<file path="config.mk">
export PLATFORM = sky130hd
export DESIGN_NAME = mem_access_unit
export DESIGN_NICKNAME = d
export VERILOG_FILES = /design/src/rtl/mem_access_unit.sv
export SDC_FILE = /design/constraint.sdc
export NUM_CORES = 1
export LEC_CHECK = 0
export ABC_AREA = 1
export BUFFER_PORTS_ARGS = -buffer_cell sky130_fd_sc_hd__buf_4
export CORE_ASPECT_RATIO = 1.2
export CORE_MARGIN = 10
export CORE_UTILIZATION = 49
export DETAILED_ROUTE_END_ITERATION = 7
export PLACE_DENSITY = 0.75
export SETUP_SLACK_MARGIN = 0.4
export SLEW_MARGIN = 5
export SYNTH_ARGS = -nofsm -noshare
export SYNTH_HDL_FRONTEND = slang
export SYNTH_SLANG_ARGS = --single-unit
</file>
<file path="constraint.sdc">
create_clock -name clk -period 1.85 [get_ports clk]
set_input_delay 0.4625 -clock clk [delete_from_list [all_inputs] [get_ports clk]]
set_output_delay 0.4625 -clock clk [all_outputs]
set_load 0.005 [all_outputs]
</file>
<file path="src/rtl/mem_access_unit.sv">
// rtl/mem_access_unit.sv - byte-addressed load/store unit in front of a word-only Data_RAM
//
// Ports:
//   clk, rst_n                  clock (rising edge), asynchronous active-low reset
//   i_req_valid / o_req_ready   request handshake; ready only while idle
//   i_op, i_addr, i_wdata       operation, byte address, right-aligned store data
//   o_resp_valid                one-cycle completion pulse
//   o_rdata                     extended load result (0 for stores / misaligned)
//   o_misaligned                qualifies o_resp_valid
//   o_ram_addr                  word address to Data_RAM
//   o_ram_wdata, o_ram_wen      Data_RAM write port
//   i_ram_rdata                 Data_RAM combinational read data
module mem_access_unit #(
    parameter int RAM_AW     = 32,
    parameter bit BIG_ENDIAN = 1'b0
) (
    input  logic              clk,
    input  logic              rst_n,
    input  logic              i_req_valid,
    output logic              o_req_ready,
    input  logic [2:0]        i_op,
    input  logic [31:0]       i_addr,
    input  logic [31:0]       i_wdata,
    output logic              o_resp_valid,
    output logic [31:0]       o_rdata,
    output logic              o_misaligned,
    output logic [RAM_AW-1:0] o_ram_addr,
    output logic [31:0]       o_ram_wdata,
    output logic              o_ram_wen,
    input  logic [31:0]       i_ram_rdata
);

    localparam logic [2:0] OP_LB  = 3'b000;
    localparam logic [2:0] OP_LH  = 3'b001;
    localparam logic [2:0] OP_LW  = 3'b010;
    localparam logic [2:0] OP_SW  = 3'b011;
    localparam logic [2:0] OP_LBU = 3'b100;
    localparam logic [2:0] OP_LHU = 3'b101;
    localparam logic [2:0] OP_SB  = 3'b110;
    localparam logic [2:0] OP_SH  = 3'b111;

    typedef enum logic [1:0] {IDLE, ACCESS, WRITE, RESP} state_t;

    state_t      state_q, state_d;
    logic [2:0]  op_q;
    logic [1:0]  addr_lo_q;
    logic [31:0] wdata_q;
    logic [31:0] merged_q;
    logic        mis_q;

    logic        req_mis;
    logic        is_store_q;
    logic [4:0]  byte_sh;
    logic [4:0]  half_sh;
    logic [7:0]  byte_val;
    logic [15:0] half_val;
    logic [31:0] load_val;
    logic [31:0] merge_val;

    // Halfword accesses need addr[0]=0, word accesses addr[1:0]=0.
    always_comb begin
        req_mis = 1'b0;
        case (i_op)
            OP_LH, OP_LHU, OP_SH: req_mis = i_addr[0];
            OP_LW, OP_SW:         req_mis = |i_addr[1:0];
            default:              req_mis = 1'b0;
        endcase
    end

    assign is_store_q = (op_q == OP_SW) || (op_q == OP_SB) || (op_q == OP_SH);

    // Bit offsets of the addressed byte / halfword lane inside the RAM word.
    assign byte_sh  = {(BIG_ENDIAN ? ~addr_lo_q : addr_lo_q), 3'b000};
    assign half_sh  = {(BIG_ENDIAN ? ~addr_lo_q[1] : addr_lo_q[1]), 4'b0000};
    assign byte_val = 8'(i_ram_rdata >> byte_sh);
    assign half_val = 16'(i_ram_rdata >> half_sh);

    always_comb begin
        load_val = 32'd0;
        case (op_q)
            OP_LB:   load_val = {{24{byte_val[7]}}, byte_val};
            OP_LBU:  load_val = {24'd0, byte_val};
            OP_LH:   load_val = {{16{half_val[15]}}, half_val};
            OP_LHU:  load_val = {16'd0, half_val};
            OP_LW:   load_val = i_ram_rdata;
            default: load_val = 32'd0;
        endcase
    end

    // Sub-word store: keep the other lanes of the current RAM word.
    always_comb begin
        merge_val = i_ram_rdata;
        if (op_q == OP_SB)
            merge_val = (i_ram_rdata & ~(32'h0000_00FF << byte_sh))
                      | ({24'd0, wdata_q[7:0]} << byte_sh);
        else if (op_q == OP_SH)
            merge_val = (i_ram_rdata & ~(32'h0000_FFFF << half_sh))
                      | ({16'd0, wdata_q[15:0]} << half_sh);
    end

    always_ff @(posedge clk or negedge rst_n) begin
        if (!rst_n) state_q <= IDLE;
        else        state_q <= state_d;
    end

    always_comb begin
        state_d      = state_q;
        o_req_ready  = 1'b0;
        o_resp_valid = 1'b0;
        o_misaligned = 1'b0;
        o_ram_wen    = 1'b0;
        o_ram_wdata  = 32'd0;
        case (state_q)
            IDLE: begin
                o_req_ready = 1'b1;
                if (i_req_valid) state_d = req_mis ? RESP : ACCESS;
            end
            ACCESS: begin
                if (op_q == OP_SW) begin
                    o_ram_wen   = 1'b1;
                    o_ram_wdata = wdata_q;
                end
                state_d = ((op_q == OP_SB) || (op_q == OP_SH)) ? WRITE : RESP;
            end
            WRITE: begin
                o_ram_wen   = 1'b1;
                o_ram_wdata = merged_q;
                state_d     = RESP;
            end
            RESP: begin
                o_resp_valid = 1'b1;
                o_misaligned = mis_q;
                state_d      = IDLE;
            end
            default: state_d = IDLE;
        endcase
    end

    always_ff @(posedge clk or negedge rst_n) begin
        if (!rst_n) begin
            op_q       <= OP_LB;
            addr_lo_q  <= 2'd0;
            wdata_q    <= 32'd0;
            merged_q   <= 32'd0;
            mis_q      <= 1'b0;
            o_rdata    <= 32'd0;
            o_ram_addr <= '0;
        end else begin
            case (state_q)
                IDLE: begin
                    if (i_req_valid) begin
                        op_q      <= i_op;
                        addr_lo_q <= i_addr[1:0];
                        wdata_q   <= i_wdata;
                        mis_q     <= req_mis;
                        if (req_mis) o_rdata <= 32'd0;
                        else         o_ram_addr <= RAM_AW'(i_addr[31:2]);
                    end
                end
                ACCESS: begin
                    if (!is_store_q)        o_rdata  <= load_val;
                    else if (op_q == OP_SW) o_rdata  <= 32'd0;
                    else                    merged_q <= merge_val;
                end
                WRITE: o_rdata <= 32'd0;
                default: ;
            endcase
        end
    end

endmodule

</file>
==> metrics.txt, run 1 <==
proportion of layout cells with a drive suffix above 1=between 30% and 40%; number of buffers created by CTS=17; clock share of power=between 10% and 20%; Synth Instances=about 1.3k; reg-to-reg startpoint=state_q[0]$_DFFE_PN0N_; CP Buf/Inv Count=4; switching part of the total=44.1%; CP required=about 1.4 ns; Placement Cell Area=approximately 10,000 um^2; RSZ-0062 raised after global routing=true; Hold Startpoint=i_wdata[22]; area of the multi-input gates=~4600 um^2; first-pass iteration count of the detailed router=6; Die W=139 um; Ports=202; Clock Sinks=between 100 and 150; Placer Congestion=around 0.98; minimum clock period=around 2.3 ns; post-synthesis sequential area ratio=around 41%; largest net degree at the start of global routing=between 60 and 70; P_int=11.6 mW; total track usage=26.5%; Setup Viol. Count Final=77; status=finished, violations left; Leak=~6.6 nW; Area Overhead vs Synth=46.6%; delay-heaviest family, CP=buffers and inverters; clock buffer depth=2; WL/cell=around 19 um; Worst setup SP type=flip-flop; metal1 wirelength=about 12,000 um; final core occ=73.9%; Max stage delay on crit path=0.40 ns; WL final=about 32,000 um; FF/Latch Area=between 3000 and 4000 um^2; DP Wirelength=roughly 21,000 um; max_cap viols=0; VDD IR max=between 1000 and 1500 uV; Fmax achieved=0.436 GHz; DR iter-0 viols=967; Placed Instances=around 1.7k; setup ws final=-0.444 ns; initial antenna violation count=0; Synth area leader=dfrtp_1; row cnt=51; Core ar.=approximately 16,000 um^2; Period Utilization, post-route=124%; clock root buffer=clkbuf_16; Worst slew margin=57.6%; commonest non-fill, non-tap cell in the layout=nand2_1; Critical Path AT=around 1.8 ns; asr flop ratio synth=between 90% and 100%; Fin. Hold Viols=0; YS warnings=0; initial core utilization=50.4%; TritonCTS clock tree=done; r2r endpoint=o_rdata[8]$_DFFE_PN0P_; n_diodes=0; Switch Pwr=9.16 mW; Fillers=1,307; ANT nets after route=0; Crit-path slowest cell=dfrtp_1; clk_skew=0.00950 ns; first-pass GRT wire length=between 40,000 and 50,000 um; crit path max fanout=8; Post-Syn Area=8260 um^2; Synth top area share=between 40% and 50%; Area contributors post-synth=dfrtp_1 (41%), nand2_1 (27%), inv_1 (6.0%); clock slew seen by the registers of the worst setup and hold paths=0.06 ns; # DRC=0; H-Tree Depth=4; number of enable flip-flop cells after synthesis=0; met3 wire len=3290 um; DIE HEIGHT=about 160 um; failing checks=setup timing; r2r setup slk=-0.23 ns; vias=between 9k and 10k; pre-CTS setup slack=-0.0732 ns; Setup TNS=-18.07 ns; Worst Tran Pin Value=0.636 ns; Overflow after GRT=0; critical path endpoint category=primary output; Logic pwr share=slightly below 60%; commonest non-fill, non-tap cells in the layout=nand2_1 (563), buf_4 (217), dfrtp_1 (133); Final Max Slew Viols=0; Hold EP=wdata_q[22]$_DFFE_PN0P_; vias per cell=between 5 and 6; vias in the first global route=between 9k and 10k; Final nets=about 1.6k; Crit Path Class=flip-flop to primary output; Die ar.=between 20,000 and 25,000 um^2; met2 routed WL=approximately 15,000 um; Worst Reg2Reg Path Length in Cells=14; CP Cell Sequence=buf_6, ha_4, buf_12, nand3_4, o22ai_2, inv_1, nor2_1, buf_4; synthesized flop and latch total=about 130; sequential share of power=roughly 25%; fin cells=about 1.7k; Min Hold Slack=around 0.23 ns; min-delay worst type=input port to flip-flop; hold depth=3; Avg Cell Area, Syn=roughly 6.4 um^2; DR top layer=met4; post-layout power=between 20 and 25 mW; clock latency on the worst-skew pair=around 0.43 ns; ys flop type=dfrtp_1; number of port buffers=between 150 and 200; post-synthesis cell type count=22; Final Instance Area=approximately 12,000 um^2; power per cell area=1710 nW/um^2
==> Yosys cell counts, types with 6 or more instances <==
master / number
nand2_1: 596
dfrtp_1: 134
inv_1: 133
o21ai_0: 83
nor2_1: 63
nand3_1: 57
a21oi_1: 51
clkbuf_1: 39
buf_2: 26
a21boi_1: 20
or2_2: 18
o22ai_1: 17
nand4_1: 16
inv_2: 6
==> cells by family after synthesis <==
| kind of cell | count (synthesis) | share of synthesized area (%) |
|---|---|---|
| adder cells (fa/ha/maj) | 5 | 0.757 |
| flip-flops | 134 | 40.6 |
| other | 1 | 0.0454 |
| AO/OA/AOI/OAI | 176 | 11.7 |
| buffers and inverters | 215 | 10.3 |
| AND/OR/NAND/NOR | 757 | 36.6 |
==> state kept, by name (all words and copies together), names as in the netlist <==
name        count
o_rdata        32
wdata_q        32
op_q            3
merged_q       32
addr_lo_q       2
o_ram_addr     30
mis_q           1
state_q         2
==> how the worst max path moves through the flow <==
| stage | slack [ns] | depth (start not counted) | to | from |
|---|---|---|---|---|
| 3_5_place_dp | -0.07 | 7 | o_ram_wdata[12] | state_q[0]$_DFFE_PN0N_ |
| 5_1_grt | -0.48 | 8 | o_ram_wdata[14] | state_q[0]$_DFFE_PN0N_ |
| 3_3_place_gp | -0.01 | 7 | o_ram_wdata[12] | state_q[0]$_DFFE_PN0N_ |
| 6_report | -0.44 | 8 | o_ram_wdata[14] | state_q[0]$_DFFE_PN0N_ |
| 4_1_cts | -0.36 | 6 | o_ram_wdata[19] | state_q[1]$_DFFE_PN0N_ |
| 2_1_floorplan | 0.06 | 8 | o_ram_wdata[10] | state_q[1]$_DFFE_PN0N_ |
==> repair_timing <==
action,4_1_cts,5_1_grt
gates resized for setup,83,112
hold buffers,1,0
pin swaps,7,7
endpoints found under the setup margin,149,172
hold endpoints to repair,15,0
cloned,13,8
buffers inserted,11,3
==> power by group through the flow <==
| stage | Clock, mW | Sequential, mW | Combinational (mW) |
|---|---|---|---|
| after global placement | 0 | 5.14 | 9.05 |
| after global routing | 3.59 | 5.37 | 13.1 |
| after floorplan | 0 | 5.03 | 5.60 |
| final | 3.46 | 5.22 | 12.1 |
| after detailed placement | 0 | 5.19 | 9.20 |
| after CTS | 3.46 | 5.16 | 11.0 |
==> cell type report <==
class | count | area share (%)
clock buffer | 20 | 3.69
multi-input combinational | 942 | 38.2
timing repair buffer | 276 | 22.4
inverter | 142 | 4.59
sequential | 134 | 27.7
tap | 212 | 2.19
timing repair inverter | 1 | 0.0413
clock inverter | 12 | 1.18
==> metal layers <==
metal	up-vias	global-route usage (%)
li1	4437	-
met4	0	16.2
met3	120	7.15
met1	4273	30.8
met2	532	42.8
met5	-	0
==> worst reg2reg max path: cells and delay by family, from the launching register on <==
kind | cells | cell delay (ns)
adders and majority gates | 1 | 0.18
buffers and inverters | 7 | 0.84
and+or+nand+nor | 6 | 0.57
DFF | 1 | 0.41
Power figures use the tool's default switching activity.
==> run 2: changes to the inputs <==
Settings changed: BUFFER_PORTS_ARGS -buffer_cell sky130_fd_sc_hd__buf_4 to -buffer_cell sky130_fd_sc_hd__buf_2, CAP_MARGIN from default to 20.
==> run 2 against run 1 <==
The run still ends with setup timing left. Sequential power about the same. Combinational power fell by 4%. Via count is 0.36% lower. Hold slack got worse by 0.0020 ns. Flip-flop and latch count unchanged. Critical endpoint is now o_ram_wen.
==> metrics.txt, run 2 (synthesis results as in run 1) <==
status=finished, violations left; failing checks=setup timing; VDD IR max=1070 uV; sequential share of power=~25%; delay-heaviest family, CP=buffers and inverters; Final Instance Area=between 10,000 and 15,000 um^2; clock root buffer=clkbuf_16; minimum clock period=approximately 2.3 ns; WL/cell=between 15 and 20 um; top flop regs=merged_q (32), o_rdata (32), wdata_q (32); Placed Instances=around 1.7k; WL final=31,700 um; Core ar.=16,400 um^2; Clock Sinks=~130; power per cell area=approximately 1800 nW/um^2; number of port buffers=a little under 200; Die ar.=approximately 22,000 um^2; vias per cell=roughly 5.3; CP Cell Sequence=inv_2, ha_4, buf_12, nand3_4, buf_4, a21oi_1, buf_2; clock buffer depth=2; Worst slew margin=about 57%; Worst Reg2Reg Path Length in Cells=16; setup ws final=-0.426 ns; number of buffers created by CTS=17; ANT nets after route=0; Switch Pwr=9.10 mW; Crit-path slowest cell=dfrtp_1; Fmax achieved=0.439 GHz; largest net degree at the start of global routing=around 60; vias=9,328; # DRC=0; vias in the first global route=8,866; Setup TNS=-29.88 ns; Logic pwr share=between 50% and 60%; commonest non-fill, non-tap cell in the layout=nand2_1; clock share of power=between 10% and 20%; clock latency on the worst-skew pair=approximately 0.43 ns; Stages on worst setup path=7; RSZ-0062 raised after global routing=true; Final nets=approximately 1.6k; Worst setup SP type=flip-flop; DIE HEIGHT=~160 um; row cnt=roughly 50; first-pass GRT wire length=about 47,000 um; Critical Path AT=roughly 1.8 ns; Crit Path Class=flip-flop to primary output; pre-CTS setup slack=-0.0533 ns; total track usage=between 20% and 30%; Period Utilization, post-route=123%; commonest non-fill, non-tap cells in the layout=nand2_1 (569), buf_2 (196), dfrtp_1 (133); final core occ=a little over two thirds; Die W=between 100 and 150 um; fin cells=around 1.7k; initial core utilization=about half; Max stage delay on crit path=roughly 0.40 ns; CP Buf/Inv Count=4; max_cap viols=0; Area Overhead vs Synth=40.6%; Fin. Hold Viols=0; Final Max Slew Viols=0; switching part of the total=approximately 44%; hold depth=3; first-pass iteration count of the detailed router=5; CP required=between 1 and 1.5 ns; Setup Viol. Count Final=100; DR iter-0 viols=slightly above 900; Ports=202; P_int=11.5 mW; Placement Cell Area=9700 um^2; clk_skew=~0.0067 ns; H-Tree Depth=4; Fillers=approximately 1.3k; clock slew seen by the registers of the worst setup and hold paths=0.06 ns; DP Wirelength=between 20,000 and 25,000 um; critical path endpoint category=primary output; Placer Congestion=0.961; min-delay worst type=input port to flip-flop; crit path max fanout=8; Worst Tran Pin Value=between 0.6 and 0.7 ns; initial antenna violation count=0; TritonCTS clock tree=done; proportion of layout cells with a drive suffix above 1=~29%; Overflow after GRT=0; Leak=between 6 and 7 nW
[run 2: worst reg2reg max path, delay by kind of cell, from the launching register on]
family | cells | cell delay [ns]
buffers and inverters | 9 | 1.06
and+or+nand+nor | 6 | 0.57
DFF | 1 | 0.40
adders and majority gates | 1 | 0.17
[run 2: through the flow]
stage,hold WS (ns),total power [mW]
2_1_floorplan,0.167,10.6
3_3_place_gp,0.400,13.5
3_5_place_dp,0.406,13.7
4_1_cts,0.218,19.2
5_1_grt,0.222,21.9
6_report,0.224,20.6
[run 2: repair_timing]
action,in CTS,in global routing
buffers inserted,16,8
pin swaps,10,22
hold endpoints to repair,20,0
endpoints found under the setup margin,166,169
hold buffers,1,0
gates resized for setup,72,102
gates cloned,13,5
[run 2: final timing paths]
path	slack, ns	startpoint	endpoint
max in group asynchronous	0.80	rst_n	o_ram_addr[20]$_DFFE_PN0P_
min in group asynchronous	0.49	rst_n	wdata_q[15]$_DFFE_PN0P_
setup / recovery	-0.43	state_q[1]$_DFFE_PN0N_	o_ram_wen
hold / removal	0.22	i_wdata[19]	wdata_q[19]$_DFFE_PN0P_
hold reg to reg	0.48	o_rdata[26]$_DFFE_PN0P_	o_rdata[26]$_DFFE_PN0P_
setup reg to reg	-0.41	state_q[0]$_DFFE_PN0N_	o_rdata[19]$_DFFE_PN0P_
[run 2: layout make-up]
class                      instances  area [um^2]  share of cell area, %
timing repair buffer             281         2230                   19.2
tap                              212          265                   2.28
timing repair inverter             1         11.3                 0.0970
sequential                       134         3350                   28.9
inverter                         142          553                   4.76
multi-input combinational        942         4560                   39.2
antenna                            2         5.00                 0.0431
clock buffer                      18          439                   3.78
clock inverter                    14          199                   1.71
[run 2: power groups by stage]
stage / logic (mW) / clock network, mW / registers [mW]
final: 11.6 / 3.74 / 5.20
after global routing: 12.6 / 3.89 / 5.34
after CTS: 10.3 / 3.74 / 5.12
after detailed placement: 8.54 / 0 / 5.16
after global placement: 8.41 / 0 / 5.13
after floorplan: 5.60 / 0 / 5.03
[run 2: routing by layer]
layer	GRT usage [%]	part of all wire, %
met1	30.9	38
met2	42.2	46
met3	7.06	9.7
met4	12.7	6.1
met5	0	0
